--- config.mk ---
export PLATFORM = sky130hd
export DESIGN_NAME = vga_sync_gen
export DESIGN_NICKNAME = d
export VERILOG_FILES = /design/src/rtl/vga_sync_gen.sv
export SDC_FILE = /design/constraint.sdc
export NUM_CORES = 1
export LEC_CHECK = 0
export CAP_MARGIN = 10
export CORE_ASPECT_RATIO = 1.1
export CORE_MARGIN = 4
export CORE_UTILIZATION = 55
export CTS_CLUSTER_DIAMETER = 150
export DETAILED_ROUTE_END_ITERATION = 7
export GPL_TIMING_DRIVEN = 0
export PLACE_DENSITY = 0.93
export RECOVER_POWER = 25
export SKIP_LAST_GASP = 1
export SLEW_MARGIN = 20
export SYNTH_ARGS = -nofsm -noshare
export SYNTH_HDL_FRONTEND = slang
export SYNTH_SLANG_ARGS = --single-unit
--- constraint.sdc ---
create_clock -name i_Clk -period 5.9 [get_ports i_Clk]
set_input_delay 1.18 -clock i_Clk [delete_from_list [all_inputs] [get_ports i_Clk]]
set_output_delay 1.18 -clock i_Clk [all_outputs]
set_load 0.005 [all_outputs]
--- src/rtl/vga_sync_gen.sv ---
// vga_sync_gen: free-running VGA raster timing generator (sync, blank, position)
module vga_sync_gen #(
    parameter int   C_H_ACTIVE    = 640,
    parameter int   C_H_FRONT     = 16,
    parameter int   C_H_SYNC      = 96,
    parameter int   C_H_BACK      = 48,
    parameter int   C_V_ACTIVE    = 480,
    parameter int   C_V_FRONT     = 10,
    parameter int   C_V_SYNC      = 2,
    parameter int   C_V_BACK      = 33,
    parameter logic C_HSYNC_POL   = 1'b0,
    parameter logic C_VSYNC_POL   = 1'b0,
    parameter int   C_COUNT_WIDTH = 10
) (
    input  logic                     i_Clk,
    input  logic                     i_Rst,
    output logic                     o_HSync,
    output logic                     o_VSync,
    output logic                     o_HBlank,
    output logic                     o_VBlank,
    output logic                     o_Active,
    output logic [C_COUNT_WIDTH-1:0] o_Col_Count,
    output logic [C_COUNT_WIDTH-1:0] o_Row_Count,
    output logic                     o_Frame_Start
);
    localparam int W       = C_COUNT_WIDTH;
    localparam int H_TOTAL = C_H_ACTIVE + C_H_FRONT + C_H_SYNC + C_H_BACK;
    localparam int V_TOTAL = C_V_ACTIVE + C_V_FRONT + C_V_SYNC + C_V_BACK;
    localparam logic [W-1:0] ONE     = W'(1);
    localparam logic [W-1:0] H_LAST  = W'(H_TOTAL - 1);
    localparam logic [W-1:0] V_LAST  = W'(V_TOTAL - 1);
    localparam logic [W-1:0] H_ACT   = W'(C_H_ACTIVE);
    localparam logic [W-1:0] V_ACT   = W'(C_V_ACTIVE);
    localparam logic [W-1:0] HS_FIRST = W'(C_H_ACTIVE + C_H_FRONT);
    localparam logic [W-1:0] HS_LAST  = W'(C_H_ACTIVE + C_H_FRONT + C_H_SYNC - 1);
    localparam logic [W-1:0] VS_FIRST = W'(C_V_ACTIVE + C_V_FRONT);
    localparam logic [W-1:0] VS_LAST  = W'(C_V_ACTIVE + C_V_FRONT + C_V_SYNC - 1);

    logic [W-1:0] col_q, col_d, row_q, row_d;
    logic         hsync_q, hsync_d, vsync_q, vsync_d;
    logic         hblank_q, hblank_d, vblank_q, vblank_d;
    logic         active_q, active_d, fstart_q, fstart_d;
    logic         col_wrap, row_wrap;

    // Next position, and flags decoded from that next position so that
    // registered flags always describe the registered position beside them.
    always_comb begin
        col_wrap = col_q == H_LAST;
        row_wrap = row_q == V_LAST;
        col_d    = col_wrap ? '0 : col_q + ONE;
        row_d    = !col_wrap ? row_q : (row_wrap ? '0 : row_q + ONE);
        hsync_d  = (col_d >= HS_FIRST && col_d <= HS_LAST) ? C_HSYNC_POL : ~C_HSYNC_POL;
        vsync_d  = (row_d >= VS_FIRST && row_d <= VS_LAST) ? C_VSYNC_POL : ~C_VSYNC_POL;
        hblank_d = col_d >= H_ACT;
        vblank_d = row_d >= V_ACT;
        active_d = ~hblank_d & ~vblank_d;
        fstart_d = col_d == '0 && row_d == '0;
    end

    // Raster state; reset parks the generator at the top-left pixel.
    always_ff @(posedge i_Clk) begin
        if (i_Rst) begin
            col_q    <= '0;
            row_q    <= '0;
            hsync_q  <= ~C_HSYNC_POL;
            vsync_q  <= ~C_VSYNC_POL;
            hblank_q <= 1'b0;
            vblank_q <= 1'b0;
            active_q <= 1'b1;
            fstart_q <= 1'b1;
        end else begin
            col_q    <= col_d;
            row_q    <= row_d;
            hsync_q  <= hsync_d;
            vsync_q  <= vsync_d;
            hblank_q <= hblank_d;
            vblank_q <= vblank_d;
            active_q <= active_d;
            fstart_q <= fstart_d;
        end
    end

    assign o_HSync       = hsync_q;
    assign o_VSync       = vsync_q;
    assign o_HBlank      = hblank_q;
    assign o_VBlank      = vblank_q;
    assign o_Active      = active_q;
    assign o_Col_Count   = col_q;
    assign o_Row_Count   = row_q;
    assign o_Frame_Start = fstart_q;
endmodule

Word-level counts from Yosys, hierarchy flattened
Cells that the tools add are included.
{"block": "totals", "ff_bits": 26, "inputBits": 2, "out_inout_bits": 26}
{"block": "classes", "add_sub_neg": 2, "n_lt_le_gt_ge": 6, "eq_ne": 2, "n_mux": 5, "n_bitwise": 3, "n_reduce_logical": 5}
{"operator": "10-bit two-way mux", "n": 3}
{"operator": "10-bit by 1-bit adder with 10-bit output (second input constant)", "n": 2}
{"operator": "10-bit equality test (second input constant)", "n": 2}
{"operator": "10-bit greater-or-equal comparator (second input constant)", "n": 2}
{"operator": "10-bit by 9-bit greater-or-equal comparator with 1-bit output (second input constant)", "n": 2}
{"operator": "10-bit logical NOT", "n": 2}
{"operator": "10-bit less-or-equal comparator (second input constant)", "n": 1}
{"operator": "10-bit by 9-bit less-or-equal comparator with 1-bit output (second input constant)", "n": 1}
{"operator": "1-bit logical AND", "n": 3}
{"operator": "1-bit two-way mux", "n": 2}
{"operator": "1-bit inverter", "n": 2}
{"operator": "1-bit AND", "n": 1}

Longest topological paths before layout
{"block": "logic_depth", "word_depth": 6, "depth_mapped": 9, "depth_no_buf": 8}

Least setup slack after synthesis
OpenSTA, ideal clock, no wires.
{"block": "synth_timing", "path_type": "flip-flop to flip-flop", "start": "reg col_q[0], in the netlist o_Col_Count[0]", "end": "reg fstart_q, in the netlist o_Frame_Start", "arrival_ns": 2.175, "required_time_ns": 5.784, "setup_slack_ns": 3.609, "stages_incl_launch_ff": 10, "n_path_buf": 2, "period_less_slack_ns": 2.291, "path_cell_list": "dfxtp_1 -> ha_1 -> buf_2 -> nand4_2 -> or3_4 -> buf_6 -> nor4b_4 -> nor2b_1 -> and4b_1 -> a41o_1"}
{"block": "synth_between", "elab_chain_len": 4, "word_cells_on_any_way": 7, "cone_classes": "add/sub: 1; eq/ne: 1; mux: 2; reduce/logical: 3"}
{"element": "start, declared", "line_no": "39", "rtl": "logic [W-1:0] col_q, col_d, row_q, row_d;"}
{"element": "start signal, assigned", "line_no": "72", "rtl": "col_q <= col_d;"}
{"element": "10-bit by 1-bit adder with 10-bit output or 10-bit equality test (tied branches)", "line_no": "50, 48"}
{"element": "10-bit two-way mux, on equally long branches", "line_no": "50, 51"}
{"element": "10-bit logical NOT", "line_no": "57", "rtl": "fstart_d = col_d == '0 && row_d == '0;"}
{"element": "1-bit logical AND (*)", "line_no": "57"}
{"element": "end signal, assigned", "line_no": "79", "rtl": "fstart_q <= fstart_d;"}
{"element": "end, declared", "line_no": "42", "rtl": "logic active_q, active_d, fstart_q, fstart_d;"}
Every way passes the cells marked *; elsewhere a longest branch is shown, timed or not.
A chain may end at the register's enable or synchronous reset.

Final worst setup path
{"block": "layout_timing", "start": "reg col_q[0], in the netlist o_Col_Count[0]", "end": "reg active_q, in the netlist o_Active"}
{"block": "layout_between", "elab_chain_len": 5, "word_cells_on_any_way": 9, "cone_classes": "add/sub: 1; order compare: 2; eq/ne: 1; mux: 2; bitwise: 3"}
{"element": "10-bit by 1-bit adder with 10-bit output or 10-bit equality test (tied branches)", "line_no": "50, 48"}
{"element": "10-bit two-way mux, on equally long branches", "line_no": "50, 51"}
{"element": "10-bit greater-or-equal comparator or 10-bit by 9-bit greater-or-equal comparator with 1-bit output (tied branches)", "line_no": "54, 55"}
{"element": "1-bit inverter", "line_no": "56", "rtl": "active_d = ~hblank_d & ~vblank_d;"}
{"element": "1-bit AND (*)", "line_no": "56"}
{"element": "end signal, assigned", "line_no": "78", "rtl": "active_q <= active_d;"}
{"element": "end, declared", "line_no": "42"}
Marked as above.

==> key figures <==
GRT
  • First-pass GRT wire length: 6400 um
  • Largest net degree at the start of global routing: 16
  • Number of global-route vias before repair: 1409
  • GR met2 Demand/Resource: 37.6%
  • Most used routing layer: met2
  • Total gr overflow: 0
  • Grt met1 use: 25.4%
  • Initial antenna violation count: 0
  • GRT Util Overall: 22.0%
  • Met3 Use GR: 3.93%

Timing
  • # setup viols final: 0
  • Max-slew violation count: 0
  • Slew @ Worst Pin: 0.972 ns
  • RSZ-0062 raised after global routing: no
  • Final cycle utilization of the critical path: 51.8%
  • Number of hold violations in the final report: 0
  • Worst slew margin: 34.7%
  • Setup TNS: 0 ns
  • Clk_skew: 0.00285 ns
  • Max Freq: 0.327 GHz
  • Crit path time final: 3.06 ns

Logic synthesis
  • Mapped Nets: 178
  • Post-synth cell types: 47
  • Synthesized area: 1470 um^2
  • Synth Area in Adders: 4.26%
  • Register area share after synthesis: 35.4%
  • Top cell type's share of synthesized area: 35.4%
  • Top cells by area, synth: dfxtp_1 (35%), nor2_1 (5.6%), xnor2_1 (5.4%)
  • Top_reg_cell synth: dfxtp_1
  • Number of synthesized register bits: 26
  • Largest area contributor in the netlist: dfxtp_1
  • Post-synth EDFFs: 0
  • Synth warnings: 0
  • Main combinational cell family by area after synthesis: simple AND/OR/NAND/NOR gates
  • Post-synthesis simple-gate area fraction: 31.2%
  • Proportion of synthesized area in mux cells: 2.13%
  • Compound-Gate Fraction of Synth Area: 11.6%
  • FFs w/ async S/R, synth: 0%
  • Mean post-synth cell area: 8.60 um^2
  • Synth Instances: 171
  • Post-synthesis xor/xnor area fraction: 8.94%

Cells and area
  • FF+latch area: 520 um^2
  • Area of the multi-input gates: 838 um^2
  • Finished Cell Area: 1810 um^2
  • Area grow syn2layout: 23.4%
  • Diode count: 0
  • Layout cell share with drive strength beyond 1: 7.92%
  • Fillers: 210
  • Nets: 210
  • Most frequent cells in the layout: dfxtp_1 (26), clkdlybuf4s50_1 (26), nor2_1 (22)

Die
  • Die Y-Extent: 62.2 um
  • Top Ports: 28
  • Rows: 19
  • Initial Utilization: 58.3%
  • Die area: 3570 um^2
  • Die Width: 57.3 um
  • Core ar.: 2520 um^2

Placement
  • Area after DPL: 1780 um^2
  • # port buffers: 27
  • Final Wtd Congestion: 0.978
  • HPWL after detailed placement: 2690 um

Power and ir drop
  • Pint: 254 uW
  • Sequential fraction of design power: 56.7%
  • Total chip power: 317 uW
  • P_sw: 63.2 uW
  • PD cells: 175 nW/um^2
  • Clock power share: 38.6%
  • Lkg Pwr: 0.000632 uW
  • Peak supply drop: 0.130 mV
  • Sw frac: 19.9%
  • Comb pwr share: 4.7%

CTS
  • PostCTS Resize Cnt: 0
  • # clock sinks: 26
  • TritonCTS buffer count: 3
  • Hold Buf Count CTS: 0
  • Post-CTS Setup Repair Bufs: 0
  • CTS tree: done
  • Skew-Pair Late Insertion Delay: 0.32 ns
  • Htree depth: 1
  • Clk buf depth: 2
  • Reg clk slew, reported paths: 0.14 ns
  • CTS Root Cell: clkbuf_4

Critical path
  • Crit end category: register
  • WP data required: 6.17 ns
  • Startpoint types: register
  • Crit path DAT: 3.33 ns
  • Max FO, Critical Path: 9
  • Flop2flop setup slack: 2.84 ns
  • Worst setup startpoint: o_Col_Count[0]
  • Cells on worst reg2reg path: 8
  • Critical Path End: o_Active
  • RR Startpoint: o_Col_Count[0]
  • Worst R2R End: o_Active
  • Setup Crit Path Kind: register to register

Run
  • Max Cap Violations: 0

Route
  • Vias: 1396
  • DRC viols: 0
  • Number of nets with antenna violations after routing: 0
  • Routed WL per cell: 15.7 um
  • 1st-pass router iterations: 4
  • DRT iter0 DRCs: 45
  • WL final: 3660 um
  • Vias/cell: 5.99

Run status
  • Outcome: finished, final reports clean

Hold path
  • Type of the worst min-delay path: register to register
  • Worst hold path depth: 1
## cells in the mapped netlist, drive strengths merged (4+ instances only)
cell type  number
nor2           22
buf             7
o21ai           6
nand4           6
xnor2           9
a21oi           5
nor3           12
xor2            6
ha              5
inv             4
nand2          11
nand3           7
dfxtp          26
clkbuf          7
## sequential cells by signal, indices dropped and copies added (netlist names)
signal         count
o_VSync            1
o_Frame_Start      1
o_Active           1
o_Col_Count       10
o_HBlank           1
o_HSync            1
o_VBlank           1
o_Row_Count       10
## through the flow
step / hold slack, ns / cells / worst slack (ns) / utilization (%)
final: 0.565 / 233 / 2.84 / 72.0
after global placement: 0.544 / 229 / 3.28 / 70.6
after detailed placement: 0.541 / 229 / 3.25 / 70.6
after floorplan: 0.527 / 171 / 3.61 / -
after global routing: 0.610 / 233 / 2.55 / 72.0
after CTS: 0.567 / 233 / 3.18 / 72.7
## cell type report
class | instances | share of cell area, %
buffer | 14 | 4.34
multi-input combinational | 127 | 46.2
inverter | 4 | 0.828
timing repair buffer | 27 | 14.9
tap | 31 | 2.14
sequential | 26 | 28.7
clock inverter | 1 | 1.66
clock buffer | 3 | 1.24
## logic make-up after synthesis
kind of cell | count (synthesis)
flip-flops | 26
AND/OR/NAND/NOR | 79
AO/OA/AOI/OAI | 25
XOR/XNOR | 15
adder cells (fa/ha/maj) | 5
buffers and inverters | 18
multiplexers | 3
## power groups by stage
stage	combinational [uW]	clock (uW)	sequential, uW
after floorplan	7.54	0	184
after global placement	14.9	0	184
after detailed placement	15.2	0	184
after CTS	15.3	126	180
after global routing	16.7	136	181
final	14.8	122	180
## worst min path at each step
stage,from,slack [ns],end
finish,o_Col_Count[0],0.56,o_Col_Count[0]
CTS,o_Col_Count[0],0.57,o_Col_Count[0]
global route,o_Col_Count[0],0.61,o_Col_Count[0]
global placement,o_Col_Count[0],0.54,o_Col_Count[0]
detailed placement,o_Col_Count[0],0.54,o_Col_Count[0]
floorplan,o_Col_Count[0],0.53,o_Col_Count[0]
## layer usage
| metal | share of wire, % | up-vias |
|---|---|---|
| li1 | - | 667 |
| met1 | 40 | 643 |
| met2 | 49 | 68 |
| met3 | 6.6 | 18 |
| met4 | 4.9 | 0 |
| met5 | 0 | - |
## worst max-delay path, cell delays in order, from the launching register on
cell and delay [ns]:
dfxtp_1 0.45, ha_1 0.17, clkbuf_1 0.28, nand4_1 0.39, nor3_1 0.91, o21ai_0 0.30
a21oi_1 0.26, o32ai_1 0.13, nor2_1 0.11
(Power assumes the default switching activity.)
